`src/rtl/shift_register_ctl.sv`:
```
// I2C byte shifter: parallel load, MSB-first serial shift, bit count, done pulse.
// Optional ACK slot after the data bits: define SHIFT_REG_ACK_SLOT_EN.
module shift_register_ctl #(
  parameter  int WIDTH = 8,
  localparam int CNT_W = $clog2(WIDTH + 1)
) (
  input  logic             clock,
  input  logic             reset_n,
  input  logic             load,
  input  logic [WIDTH-1:0] ins,
  input  logic             shift_en,
  input  logic             sdi,
  input  logic             abort,
  input  logic             ack_drv,
  output logic             sdo,
  output logic [WIDTH-1:0] out,
  output logic [CNT_W-1:0] bit_cnt,
  output logic             busy,
  output logic             done,
  output logic             ack_rcv
);

`ifdef SHIFT_REG_ACK_SLOT_EN
  typedef enum logic [1:0] {IDLE, SHIFT, ACK} state_t;
`else
  typedef enum logic {IDLE, SHIFT} state_t;
`endif

  state_t           state_q, state_d;
  logic [WIDTH-1:0] out_q, out_d;
  logic [CNT_W-1:0] cnt_q, cnt_d;
  logic             done_q, done_d;
  logic             ack_q, ack_d;
  logic             last_bit;

  assign last_bit = (cnt_q == CNT_W'(WIDTH - 1));

  always_comb begin
    state_d = state_q;
    out_d   = out_q;
    cnt_d   = cnt_q;
    done_d  = 1'b0;
    ack_d   = ack_q;
    // abort wins over everything and keeps the partial byte visible
    if (abort) begin
      state_d = IDLE;
    end else begin
      unique case (state_q)
        IDLE: begin
          if (load) begin
            out_d   = ins;
            cnt_d   = '0;
            state_d = SHIFT;
          end
        end
        SHIFT: begin
          if (shift_en) begin
            out_d = {out_q[WIDTH-2:0], sdi};
            cnt_d = cnt_q + CNT_W'(1);
            if (last_bit) begin
`ifdef SHIFT_REG_ACK_SLOT_EN
              state_d = ACK;
`else
              state_d = IDLE;
              done_d  = 1'b1;
`endif
            end
          end
        end
`ifdef SHIFT_REG_ACK_SLOT_EN
        ACK: begin
          if (shift_en) begin
            ack_d   = sdi;
            state_d = IDLE;
            done_d  = 1'b1;
          end
        end
        default: state_d = IDLE;
`endif
      endcase
    end
  end

  always_ff @(posedge clock or negedge reset_n) begin
    if (!reset_n) begin
      state_q <= IDLE;
      out_q   <= '0;
      cnt_q   <= '0;
      done_q  <= 1'b0;
      ack_q   <= 1'b0;
    end else begin
      state_q <= state_d;
      out_q   <= out_d;
      cnt_q   <= cnt_d;
      done_q  <= done_d;
      ack_q   <= ack_d;
    end
  end

  always_comb begin
    sdo = 1'b1;
    unique case (state_q)
      IDLE:  sdo = 1'b1;
      SHIFT: sdo = out_q[WIDTH-1];
`ifdef SHIFT_REG_ACK_SLOT_EN
      ACK:     sdo = ack_drv;
      default: sdo = 1'b1;
`endif
    endcase
  end

  assign out     = out_q;
  assign bit_cnt = cnt_q;
  assign busy    = (state_q != IDLE);
  assign done    = done_q;

`ifdef SHIFT_REG_ACK_SLOT_EN
  assign ack_rcv = ack_q;
`else
  logic unused_ack;
  assign unused_ack = ack_drv ^ ack_q;
  assign ack_rcv    = 1'b0;
`endif

endmodule

```
`config.mk`:
```
export PLATFORM = sky130hd
export DESIGN_NAME = shift_register_ctl
export DESIGN_NICKNAME = d
export VERILOG_FILES = /design/src/rtl/shift_register_ctl.sv
export SDC_FILE = /design/constraint.sdc
export NUM_CORES = 1
export LEC_CHECK = 0
export CELL_PAD_IN_SITES_DETAIL_PLACEMENT = 0
export CELL_PAD_IN_SITES_GLOBAL_PLACEMENT = 1
export CORE_MARGIN = 2
export CORE_UTILIZATION = 33
export DETAILED_ROUTE_END_ITERATION = 10
export PLACE_DENSITY = 0.88
export SYNTH_ARGS = -nofsm -noshare
export SYNTH_HDL_FRONTEND = slang
export SYNTH_SLANG_ARGS = --single-unit
export TNS_END_PERCENT = 20
```
`constraint.sdc`:
```
create_clock -name clock -period 3 [get_ports clock]
set_clock_uncertainty 0.05 [all_clocks]
set_input_delay 0.45 -clock clock [delete_from_list [all_inputs] [get_ports clock]]
set_output_delay 0.45 -clock clock [all_outputs]
set_load 0.01 [all_outputs]
```
==> results of run 1 <==
==> worst paths after layout <==
path | cells after the start | end | startpoint | slack [ns]
worst min register to register | 1 | done$_DFF_PN0_ | bit_cnt[3]$_DFFE_PN0P_ | 0.47
worst max register to register | 3 | out[2]$_DFFE_PN0P_ | busy$_DFF_PN0_ | 1.44
worst min-delay path | 1 | done$_DFF_PN0_ | bit_cnt[3]$_DFFE_PN0P_ | 0.47
min in group asynchronous | 1 | bit_cnt[2]$_DFFE_PN0P_ | reset_n | 0.50
worst max-delay path | 3 | sdo | busy$_DFF_PN0_ | 0.87
max in group asynchronous | 1 | out[1]$_DFFE_PN0P_ | reset_n | 2.00
==> final cells by class <==
type	instances	share of cell area (%)
timing repair buffer	29	27.0
multi-input combinational	40	33.4
tap	28	3.29
sequential	14	32.9
clock buffer	4	3.41
==> placed cells by master (no fill, tap or decap), types with 2 or more instances in the layout <==
cell type,Yosys,layout
nor2_1,3,3
dfrtp_1,14,14
mux2_2,18,18
clkbuf_4,0,3
o21ai_0,2,2
nand2_1,3,3
clkdlybuf4s50_1,0,28
==> layer usage <==
metal	up-vias	share of wire, %
met2	20	47
li1	264	-
met3	4	5.3
met5	-	0
met4	0	2.7
met1	253	45
==> critical path, stage by stage (launching register included) <==
cell,delay [ns]
dfrtp_1,0.50
buf_4,0.23
nand2b_1,0.08
clkdlybuf4s50_1,0.54
==> kinds of logic (layout without fill, tap and decap cells) <==
kind of cell	count (synthesis)	in the layout	synth area share (%)
mux	19	19	30.7
buf+inv	4	33	3.75
fa+ha+maj	1	1	1.71
compound gates	6	6	5.63
simple gates	13	13	9.90
flops	14	14	47.8
other cells	1	1	0.511
==> sequential cells by signal (all words and copies together) (netlist names) <==
register  cells
out           8
done          1
bit_cnt       4
busy          1
==> power groups by stage <==
stage / Sequential, mW / Combinational, mW / Clock [mW]
2_1_floorplan: 0.279 / 0.0824 / 0
3_3_place_gp: 0.265 / 0.209 / 0
3_5_place_dp: 0.268 / 0.212 / 0
4_1_cts: 0.264 / 0.213 / 0.142
5_1_grt: 0.270 / 0.227 / 0.152
6_report: 0.262 / 0.210 / 0.136
==> per-stage QoR <==
step,hold slack [ns],util (%),std cells,worst slack [ns]
detailed placement,0.450,47.9,111,1.07
floorplan,0.104,-,58,1.53
global placement,0.443,47.9,111,1.08
global route,0.506,49.6,115,0.761
finish,0.467,49.6,115,0.868
CTS,0.463,49.6,115,0.844
==> impl_results.md, run 1 <==
- Tcrit/Tclk final: a little under three quarters
- Synth area leaders: dfrtp_1 (48%), mux2_2 (28%), mux2i_4 (3.1%), ha_1 (1.7%), buf_6 (1.5%)
- Row Count: 17
- Max_cap viols: 0
- Post-synthesis area per instance: 12.6 sq um
- Net Switching: 0.167 mW
- Final hold violations: 0
- Yosys Warn Count: 0
- Design Area, Final: 1060 sq um
- Met3 usage: 2.05%
- Seq/Total Area, Yosys: 47.8%
- Largest area contributor in the netlist: dfrtp_1
- IO Pins: 31
- Inserted Diodes: 0
- Area delta synth->final: 45.2%
- Worst-path clk slew: 0.08 ns
- Via/cell ratio: 4.70
- Placer Congestion: 0.675
- Fillers: 188
- Flop pwr share: between 40 and 50%
- Die area: 2610 sq um
- Routed via count: 541
- Post-CTS setup repair buffer count: 0
- FF+latch area: 350 sq um
- Layout cell share with drive strength beyond 1: 28.7%
- DIE WIDTH: 51.1 um
- Starting DRT DRC Count: 3
- Least-Margin Pin Slew: roughly 0.62 ns
- Syn Std Cell Area: 733 sq um
- Fraction of registers with async set/reset: 100%
- Clk buf depth: 2
- Final WL: 1390 um
- FMAX: 469 MHz
- Largest fanout on the critical path: 9
- Clock power frac: 22.3%
- First-pass GRT wire length: between 2000 and 2500 um
- Worst Setup End Kind: output port
- Area of the multi-input gates: 355 sq um
- HPWL reported at the end of detailed placement: 1060 um
- Skew-Pair Late Insertion Delay: ~0.28 ns
- WL per Instance: 12.1 um
- CTS tree: done
- DRC errors left: 0
- Initial Utilization: 34.1%
- Global route hottest layer: met2
- CTS root buf: clkbuf_4
- Initial antenna violation count: 0
- Sink Count: 14
- Core area: 2150 sq um
- Arr. time, crit path: between 1.5 and 2 ns
- Count leader, synth: mux2_2
- Critical path class: reg2out
- P_int: roughly 0.44 mW
- HP Class: reg2reg
- Most frequent cells after synthesis: mux2_2 (18), dfrtp_1 (14), nand2_1 (3), nor2_1 (3), o21ai_0 (2)
- CTS resizes: 0
- Pwr Total: 0.608 mW
- Cell variety after synth: 23
- GR Util met1: 14.3%
- Placed Area: around 1000 sq um
- Syn nets: 74
- Maximum vdd ir drop: 0.193 mV
- Worst endpoint required time: 2.50 ns
- Mapped Cells: 58
- Commonest register cell after synthesis: dfrtp_1
- Pins Over Slew Limit: 0
- Die span in y: approximately 50 um
- Vias in the first global route: 529
- Cts hold-fix bufs: 0
- H-tree depth: 1
- Slew margin rel.: between 50 and 60%
- Pin count of the biggest net entering global routing: 15
- Sum of negative setup slack: 0 ns
- IO buf count: 28
- Comb pwr share: 34.5%
- GR Layer Usage met2: 19.9%
- Final-stage net count: 104
- RSZ-0062 raised after global routing: no
- Overall routing resource usage: 12.5%
- GRT overflow: 0
- Routed Antenna Nets: 0
- Final Critical Period: 2.13 ns
- Switching Share: 27.4%
- Top-area cell type share of the netlist area: 47.8%
- Nature of the critical path startpoint: flop
- Final setup fails: 0
- TritonRoute pass-1 iters: 3
- Post-synth EDFFs: 0
- Power Density: 571 nW/um^2
- CTS Buf Count: 3
- Outcome: finished, final reports clean
- Pleak: between 0.4 and 0.5 nW
- Flops & latches, synth: 14
Power figures use the tool's default switching activity.
==> inputs of run 2 (changes only) <==
--- a/config.mk
+++ b/config.mk
@@ -8,9 +8,9 @@
 export CELL_PAD_IN_SITES_DETAIL_PLACEMENT = 0
 export CELL_PAD_IN_SITES_GLOBAL_PLACEMENT = 1
 export CORE_MARGIN = 2
-export CORE_UTILIZATION = 33
+export CORE_UTILIZATION = 31
 export DETAILED_ROUTE_END_ITERATION = 10
-export PLACE_DENSITY = 0.88
+export PLACE_DENSITY = 0.84
 export SYNTH_ARGS = -nofsm -noshare
 export SYNTH_HDL_FRONTEND = slang
 export SYNTH_SLANG_ARGS = --single-unit
==> constraint.sdc (replaced) <==
create_clock -name clock -period 2.2 [get_ports clock]
set_clock_uncertainty 0.05 [all_clocks]
set_input_delay 0.33 -clock clock [delete_from_list [all_inputs] [get_ports clock]]
set_output_delay 0.33 -clock clock [all_outputs]
set_load 0.01 [all_outputs]
==> run 2 against run 1 <==
  * Die area is 6.0% higher
  * Clock power is 40% higher
  * Sequential cell count stayed put
  * Wire length is 8.3% higher
  * Worst setup slack worse by 0.69 ns
  * Register-to-register slack worse by 0.95 ns
  * Total power is 38% higher
  * Global-route usage is 0.26 points lower
  * Critical endpoint is now busy
==> impl_results.md, run 2 (same netlist as run 1, synthesis figures left out) <==
- Outcome: finished, final reports clean
- HP Class: in2async
- GR Layer Usage met2: 21.0%
- Layout cell share with drive strength beyond 1: 28.7%
- RSZ-0062 raised after global routing: no
- Commonest non-fill, non-tap cell in the layout: clkdlybuf4s50_1
- Final-stage net count: roughly 100
- Largest register FFs: 8
- Worst path max stage delay: ~0.7 ns
- Final hold violations: 0
- First-pass GRT wire length: 2440 um
- Inserted Diodes: 0
- Die span in y: 52.6 um
- Final Non-Filler Cells: 115
- Sum of negative setup slack: 0 ns
- Initial Utilization: between 30 and 40%
- Final Worst Setup Slack: 0.179 ns
- Final Critical Period: 2.02 ns
- Met3 usage: 1.43%
- Cts hold-fix bufs: 0
- Die area: 2770 sq um
- Critical path class: reg2out
- Row Count: 17
- Slowest cell on crit path: dfrtp_1
- Vias in the first global route: 546
- IO buf count: 28
- DIE WIDTH: ~53 um
- Buffers plus inverters on the worst setup path: 1
- Post-CTS setup repair buffer count: 0
- Max_cap viols: 0
- Final WL: about 1500 um
- IO Pins: 31
- Pin count of the biggest net entering global routing: 15
- Slew margin rel.: between 50% and 60%
- Area delta synth->final: 45.2%
- Overall routing resource usage: between 10% and 20%
- Final setup fails: 0
- Largest fanout on the critical path: 14
- Pleak: 0.432 nW
- TritonRoute pass-1 iters: 4
- Initial antenna violation count: 0
- Maximum vdd ir drop: 0.338 mV
- GRT overflow: 0
- CP delay by family, top: flip-flops
- Most frequent cells in the layout: clkdlybuf4s50_1 (28), mux2_2 (18), dfrtp_1 (14)
- WL per Instance: 13.1 um
- Pins Over Slew Limit: 0
- Placed Area: 1030 sq um
- Via/cell ratio: 4.90
- Dpl cells: 111
- CTS root buf: clkbuf_4
- CTS Buf Count: 3
- Sink Count: 14
- CTS resizes: 0
- Routed Antenna Nets: 0
- H-tree depth: 1
- CP Cell Sequence: clkdlybuf4s50_1
- Core area: 2230 sq um
- DRC errors left: 0
- Design Area, Final: 1060 sq um
- Worst endpoint required time: ~1.8 ns
- Routed via count: roughly 560
- CTS tree: done
- Nature of the critical path startpoint: flop
- Tcrit/Tclk final: 91.9%
- Placer Congestion: 0.706
- Clk buf depth: 2
- Worst Setup End Kind: output port
- FMAX: 495 MHz
- Pre-CTS setup slack: 0.368 ns
- Worst-path clk slew: around 0.1 ns
- Starting DRT DRC Count: 2
- Power Density: 786 nW/um^2
- GR Util met1: between 10 and 15%
- Arr. time, crit path: 1.64 ns
- Skew-Pair Late Insertion Delay: 0.28 ns
- Global route hottest layer: met2
- Least-Margin Pin Slew: ~0.63 ns
- HPWL reported at the end of detailed placement: 1130 um
## run 2: worst reg2reg max path, stage by stage, from the launching register on
cell	delay, ns
dfrtp_1	0.60
mux2i_4	0.32
nor2_4	0.26
mux2_2	0.37
## run 2: where the power goes
part | total, mW | internal, mW | switching [mW]
sequential | 0.361 | 0.311 | 0.0500
clock | 0.191 | 0.101 | 0.0905
combinational | 0.285 | 0.189 | 0.0953
## run 2: layer usage
metal / up-vias / routed length, um
met3: 4 / 79
met2: 18 / 772
met4: 0 / 36
li1: 266 / -
met1: 275 / 614
met5: - / 0
## run 2: area by class of cell
class                           instances  area, sq um
Clock buffer                            4         36.3
Fill cell                             226         1170
Multi-Input combinational cell         40          355
Tap cell                               28         35.0
Timing Repair Buffer                   29          288
Sequential cell                        14          350
## run 2: worst paths after layout
kind | slack [ns] | depth (start not counted) | endpoint | from
max in group asynchronous | 1.31 | 1 | out[1]$_DFFE_PN0P_ | reset_n
worst max register to register | 0.49 | 3 | out[1]$_DFFE_PN0P_ | busy$_DFF_PN0_
worst min register to register | 0.47 | 1 | done$_DFF_PN0_ | bit_cnt[3]$_DFFE_PN0P_
min in group clock | 0.47 | 1 | done$_DFF_PN0_ | bit_cnt[3]$_DFFE_PN0P_
worst max-delay path | 0.18 | 1 | busy | busy$_DFF_PN0_
worst min-delay path | 0.38 | 1 | out[7]$_DFFE_PN0P_ | reset_n
## run 2: through the flow
stage | hold slack [ns] | power (mW) | utilization [%]
after floorplan | -0.0156 | 0.493 | -
after global placement | 0.454 | 0.648 | 46.1
after detailed placement | 0.460 | 0.656 | 46.1
after CTS | 0.416 | 0.848 | 47.7
after global routing | 0.423 | 0.887 | 47.7
final | 0.379 | 0.837 | 47.7
